--- src/rtl/ex_pkt_pkg.sv ---
// Shared types and constants for the packet packer: FSM states, header layout,
// and the header byte selector.
package ex_pkt_pkg;

  typedef enum logic [1:0] {
    ST_IDLE,
    ST_HDR,
    ST_PAYLOAD,
    ST_GAP
  } state_t;

  localparam logic [7:0] HDR_MAGIC0 = 8'hA5;
  localparam logic [7:0] HDR_MAGIC1 = 8'h5A;
  localparam int         HDR_LEN    = 4;

  function automatic logic [7:0] hdr_byte(input logic [1:0] idx, input logic [15:0] seq);
    case (idx)
      2'd0:    return HDR_MAGIC0;
      2'd1:    return HDR_MAGIC1;
      2'd2:    return seq[15:8];
      default: return seq[7:0];
    endcase
  endfunction

endpackage

--- src/rtl/ex_skid_buf2.sv ---
// Two-entry byte FIFO that decouples the one-cycle FIFO read latency from
// downstream backpressure. Push while full is accepted only with a pop.
module ex_skid_buf2 (
  input  logic       clk,
  input  logic       rst_n,
  input  logic       push,
  input  logic [7:0] din,
  input  logic       pop,
  output logic [7:0] dout,
  output logic [1:0] count,
  output logic       empty
);

  logic [7:0] mem [2];
  logic       wr_ptr_q;
  logic       rd_ptr_q;
  logic [1:0] count_q;
  logic       do_push;
  logic       do_pop;

  assign do_pop  = pop && (count_q != 2'd0);
  assign do_push = push && ((count_q != 2'd2) || do_pop);

  // NOTE: the storage array has no reset; count_q gates every consumer, so stale entries are never observed.
  always_ff @(posedge clk) begin
    if (do_push) mem[wr_ptr_q] <= din;
  end

  // NOTE: sequential state uses non-blocking assignments so every register samples pre-edge values.
  always_ff @(posedge clk or negedge rst_n) begin
    if (!rst_n) begin
      wr_ptr_q <= 1'b0;
      rd_ptr_q <= 1'b0;
      count_q  <= 2'd0;
    end else begin
      if (do_push) wr_ptr_q <= ~wr_ptr_q;
      if (do_pop)  rd_ptr_q <= ~rd_ptr_q;
      count_q <= count_q + 2'(do_push) - 2'(do_pop);
    end
  end

  assign dout  = mem[rd_ptr_q];
  assign count = count_q;
  assign empty = (count_q == 2'd0);

endmodule

--- src/rtl/ex_pkt_packer.sv ---
// Packetizer: waits for a full payload in the data FIFO, then emits a 4-byte
// header and PAYLOAD_LEN payload bytes on a valid/ready stream, then an IPG.
module ex_pkt_packer
  import ex_pkt_pkg::*;
#(
  parameter int PAYLOAD_LEN = 1460,
  parameter int IPG_CYCLES  = 12
) (
  input  logic        clk,
  input  logic        rst_n,
  output logic        fifo_rd_en,
  input  logic [7:0]  fifo_rd_data,
  input  logic        fifo_rd_empty,
  input  logic        fifo_almost_full,
  output logic        tx_valid,
  input  logic        tx_ready,
  output logic [7:0]  tx_data,
  output logic        tx_last,
  output logic [15:0] pkt_seq,
  output logic        underflow_err
);

  localparam int            CW      = $clog2(PAYLOAD_LEN + 1);
  localparam int            GW      = $clog2(IPG_CYCLES + 1);
  localparam logic [CW-1:0] LEN_C   = CW'(PAYLOAD_LEN);
  localparam logic [CW-1:0] LAST_C  = CW'(PAYLOAD_LEN - 1);
  localparam logic [1:0]    HDR_END = 2'(HDR_LEN - 1);
  // GAP holds IPG_CYCLES-1 cycles; the IDLE cycle that samples almost_full completes the gap.
  localparam logic [GW-1:0] GAP_END = GW'(IPG_CYCLES - 2);

  state_t        state_q, state_d;
  logic [1:0]    hdr_idx_q;
  logic [CW-1:0] rd_cnt_q;
  logic [CW-1:0] tx_cnt_q;
  logic [GW-1:0] gap_cnt_q;
  logic          inflight_q;
  logic [15:0]   pkt_seq_q;
  logic [15:0]   pkt_seq_d;
  logic          underflow_q;

  logic          in_payload;
  logic          rd_owed;
  logic          last_hs;
  logic          sk_pop;
  logic          sk_empty;
  logic [1:0]    sk_count;
  logic [7:0]    sk_dout;
  logic [1:0]    occ;

  ex_skid_buf2 u_skid (
    .clk   (clk),
    .rst_n (rst_n),
    .push  (inflight_q),
    .din   (fifo_rd_data),
    .pop   (sk_pop),
    .dout  (sk_dout),
    .count (sk_count),
    .empty (sk_empty)
  );

  assign in_payload = (state_q == ST_PAYLOAD);
  assign rd_owed    = in_payload && (rd_cnt_q < LEN_C);
  assign sk_pop     = in_payload && !sk_empty && tx_ready;

  // The slot freed by this cycle's pop counts as free, which is what sustains 1 byte/cycle.
  assign occ        = sk_count - 2'(sk_pop) + 2'(inflight_q);
  assign fifo_rd_en = rd_owed && !fifo_rd_empty && (occ < 2'd2);

  assign tx_last   = in_payload && !sk_empty && (tx_cnt_q == LAST_C);
  assign last_hs   = tx_last && tx_ready;
  assign pkt_seq_d = pkt_seq_q + 16'(last_hs);

  assign pkt_seq       = pkt_seq_q;
  assign underflow_err = underflow_q;

  // NOTE: every always_comb output gets a default first so no path can infer a latch.
  always_comb begin
    state_d  = state_q;
    tx_valid = 1'b0;
    tx_data  = 8'h00;
    case (state_q)
      ST_IDLE: if (fifo_almost_full) state_d = ST_HDR;
      ST_HDR: begin
        tx_valid = 1'b1;
        tx_data  = hdr_byte(hdr_idx_q, pkt_seq_q);
        if (tx_ready && (hdr_idx_q == HDR_END)) state_d = ST_PAYLOAD;
      end
      ST_PAYLOAD: begin
        tx_valid = !sk_empty;
        if (!sk_empty) tx_data = sk_dout;
        if (last_hs) state_d = ST_GAP;
      end
      ST_GAP:  if (gap_cnt_q == GAP_END) state_d = ST_IDLE;
      default: state_d = ST_IDLE;
    endcase
  end

  always_ff @(posedge clk or negedge rst_n) begin
    if (!rst_n) begin
      state_q     <= ST_IDLE;
      hdr_idx_q   <= '0;
      rd_cnt_q    <= '0;
      tx_cnt_q    <= '0;
      gap_cnt_q   <= '0;
      inflight_q  <= 1'b0;
      pkt_seq_q   <= 16'h0000;
      underflow_q <= 1'b0;
    end else begin
      state_q    <= state_d;
      inflight_q <= fifo_rd_en;
      pkt_seq_q  <= pkt_seq_d;
      if (rd_owed && fifo_rd_empty) underflow_q <= 1'b1;
      case (state_q)
        ST_HDR: if (tx_ready) hdr_idx_q <= hdr_idx_q + 2'd1;
        ST_PAYLOAD: begin
          if (fifo_rd_en)         rd_cnt_q <= rd_cnt_q + 1'b1;
          if (sk_pop)             tx_cnt_q <= tx_cnt_q + 1'b1;
        end
        ST_GAP:  gap_cnt_q <= gap_cnt_q + 1'b1;
        default: ;
      endcase
      // Counters restart on every state change so each state begins from zero.
      if (state_d != state_q) begin
        hdr_idx_q <= '0;
        rd_cnt_q  <= '0;
        tx_cnt_q  <= '0;
        gap_cnt_q <= '0;
      end
    end
  end

endmodule
--- config.mk ---
export PLATFORM = sky130hd
export DESIGN_NAME = ex_pkt_packer
export DESIGN_NICKNAME = d
export VERILOG_FILES = /design/src/rtl/ex_pkt_pkg.sv /design/src/rtl/ex_skid_buf2.sv /design/src/rtl/ex_pkt_packer.sv
export SDC_FILE = /design/constraint.sdc
export NUM_CORES = 1
export LEC_CHECK = 0
export CELL_PAD_IN_SITES_DETAIL_PLACEMENT = 1
export CELL_PAD_IN_SITES_GLOBAL_PLACEMENT = 1
export CORE_MARGIN = 2
export CORE_UTILIZATION = 48
export DETAILED_ROUTE_END_ITERATION = 8
export PLACE_DENSITY_LB_ADDON = 0.1
export SETUP_SLACK_MARGIN = 0.05
export SYNTH_ARGS = -nofsm -noshare
export SYNTH_HDL_FRONTEND = slang
export SYNTH_HIERARCHICAL = 1
export SYNTH_SLANG_ARGS = --single-unit
--- constraint.sdc ---
create_clock -name clk -period 4.5 [get_ports clk]
set_input_delay 0.9 -clock clk [delete_from_list [all_inputs] [get_ports clk]]
set_output_delay 0.9 -clock clk [all_outputs]
set_load 0.03 [all_outputs]
==> impl_metrics.toml <==
[outcome]
status = "complete, no violations"

[floorplan]
die_y_um = 91.2
ioPinCount = 41
dieWidth_um = 91.2
start_util = 0.501
core_um2 = 7290
die_area_um2 = 8320
std_cell_rows = 31

[drt]
highest_layer = "met4"
postRouteAntennaNets = 0
avgRoutedWirePerCell_um = 16.9
wl_met3_um = 220
drc_errors = 0
firstDrtPassIters = 4
vias = 2662
postRouteWirelength_um = 8190
initialDrtViolationCount = 69
wl_met2_um = 4290
wl_met1_um = 3510
routed_via_density = 5.48

[synthesis]
ys_ff_latch = 68
synth_seq_area_share = 0.488
synth_nets = 372
synth_area_um2 = 3650
syn_avg_cell_area_um2 = 10.7
synthFlopType = "dfrtp_1"
yosys_warnings = 6
synthDistinctLibCells = 50
async_flop_share = 0.765
synth_edf_count = 16
syn_inst = 341

[cells_and_area]
final_cell_mix = "dfrtp_1, clkdlybuf4s50_1, nor2_1"
area.growth.synth_to_final_pct = 17.7
antenna-diode-count = 0
nNetsFinal = 413
mostFrequentLayoutCell = "dfrtp_1"
layout-drive-gt1-share = 0.0801
final_core_util = 0.589

[grt]
grt_first_pass_wirelength_um = 14200
grt_overflow = 0
antenna_found_initial = 0
track_usage = 0.217
grt_max_degree = 53
grt_pass1_vias = 2889

[timing]
fin_ws_ns = 0.500
rsz0062_at_grt = "no"
slew_headroom = 0.453
hold_viol = 0
hold_ws_ns = 0.481
tns_ns = 0
fin_crit_ns = 4.00
worst_slew_pin_slew_ns = 0.820
min_period_over_period = 0.889
fmax_ghz = 0.250
skew_ns = 0.00807
setup_violations = 0
slew_viol_final = 0

[pwr]
finalPower_mw = 2.07
ir_worst_vdd_mv = 0.212
p_per_area_nw_per_um2 = 481
p_leak_nw = 1.73

[clock_tree]
numCtsBuffers = 9
clkTransAtPathRegs_ns = 0.07
ctsHoldBuffers = 0
cts_buffer_depth = 2
clock_sink_count = 68
cts_resized = 0
cts_tree = "yes"
worstSkewPairLatency_ns = 0.35
postCtsSetupBuffers = 0
cts-htree-levels = 3
cts-root-buf = "clkbuf_8"

[critical_path]
cp.arrival_ns = 3.10
start_kind = "primary input"
required_ns = 3.60
endpoint_kind = "output pin"
critPathMaxFanout = 10
critical_path_class = "in2out"
ff2ff_setup_slack_ns = 1.59

[placed_design]
place_ws_ns = 0.513
dp_hpwl_um = 5660
io_buffers = 40
routabilityCongestion = 0.824

[flow_run]
maxCapViolCount = 0

[worst_hold_path]
worstHoldPathType = "reg2reg"
==> where the power goes <==
part / total [mW] / leakage (nW) / switching (mW) / internal (mW)
clock: 0.482 / 0.0911 / 0.232 / 0.250
sequential: 0.760 / 0.855 / 0.0769 / 0.683
combinational: 0.823 / 0.783 / 0.502 / 0.321
total: 2.07 / 1.73 / 0.811 / 1.25
==> final timing paths <==
check / start / endpoint / cells after the start
worst max-delay path: tx_ready / fifo_rd_en / 8
worst max register to register: state_q[0] / pkt_seq[14] / 11
worst min register to register: underflow_err / underflow_err / 1
worst min-delay path: underflow_err / underflow_err / 1
max in group asynchronous: rst_n / tx_cnt_q[1] / 2
min in group asynchronous: rst_n / pkt_seq[14] / 2
==> per-layer routing <==
layer  global-route usage  vias to the layer above
met3               0.0382                       14
met2                0.385                       42
li1                     -                     1277
met5                    0                        -
met4               0.0960                        0
met1                0.257                     1329
==> kinds of logic after synthesis <==
family / synth area share
mux: 0.0302
fa+ha+maj: 0.0617
compound gates: 0.0953
xor+xnor: 0.107
simple gates: 0.184
buf+inv: 0.0329
flops: 0.488
==> critical path, stage by stage <==
cell and delay, ns:
clkdlybuf4s50_1 0.56, nand3b_1 0.26, inv_1 0.15, ha_1 0.23, nor2b_1 0.18, xnor2_2 0.20, nor4b_4 0.38, buf_4 0.23
==> state kept, by name, indices dropped and copies added, names as in the netlist <==
signal           cells
pkt_seq             16
u_skid/mem          16
rd_cnt_q            11
tx_cnt_q            11
gap_cnt_q            4
hdr_idx_q            2
state_q              2
u_skid/count         2
inflight_q           1
u_skid/rd_ptr_q      1
u_skid/wr_ptr_q      1
underflow_err        1
==> synthesized netlist by cell type (2+ instances only) <==
| cell type | number | share of area |
|---|---|---|
| nor2_1 | 34 | 0.035 |
| and3_1 | 6 | 0.010 |
| inv_1 | 13 | 0.013 |
| mux2_2 | 2 | 0.0062 |
| a221oi_1 | 2 | 0.0048 |
| and2_1 | 2 | 0.0034 |
| ha_1 | 18 | 0.062 |
| xnor2_2 | 2 | 0.0089 |
| nand2_1 | 28 | 0.029 |
| a22oi_1 | 8 | 0.016 |
| xor2_1 | 13 | 0.031 |
| mux2i_1 | 2 | 0.0055 |
| and4_1 | 2 | 0.0048 |
| a31oi_1 | 2 | 0.0034 |
| buf_2 | 3 | 0.0041 |
| nor2b_1 | 10 | 0.017 |
| a211oi_2 | 2 | 0.0069 |
| buf_6 | 2 | 0.0062 |
| clkbuf_1 | 6 | 0.0062 |
| xnor2_1 | 28 | 0.067 |
| nor3_1 | 4 | 0.0055 |
| a21oi_1 | 12 | 0.016 |
| nand3b_1 | 2 | 0.0041 |
| and4bb_1 | 2 | 0.0069 |
| nor4_1 | 8 | 0.014 |
| mux2_1 | 6 | 0.019 |
| o21ai_0 | 8 | 0.011 |
| nor3b_1 | 3 | 0.0062 |
| edfxtp_1 | 16 | 0.13 |
| dfrtp_1 | 52 | 0.36 |
| nand4_1 | 8 | 0.014 |
| nand3_1 | 17 | 0.023 |
==> stage by stage <==
step | cell area [um2] | cells
after global routing | 4300 | 486
after detailed placement | 4110 | 470
final | 4300 | 486
after CTS | 4300 | 486
after floorplan | 3650 | 341
after global placement | 4110 | 470
==> cell type report <==
cell class / instances / area, um2
Clock inverter: 6 / 55.1
Sequential cell: 68 / 1780
Tap cell: 99 / 124
Multi-Input combinational cell: 247 / 1750
Clock buffer: 10 / 128
Fill cell: 824 / 3000
Inverter: 14 / 52.6
Timing Repair Buffer: 42 / 408
No activity file was read; power rests on OpenSTA's default activity.
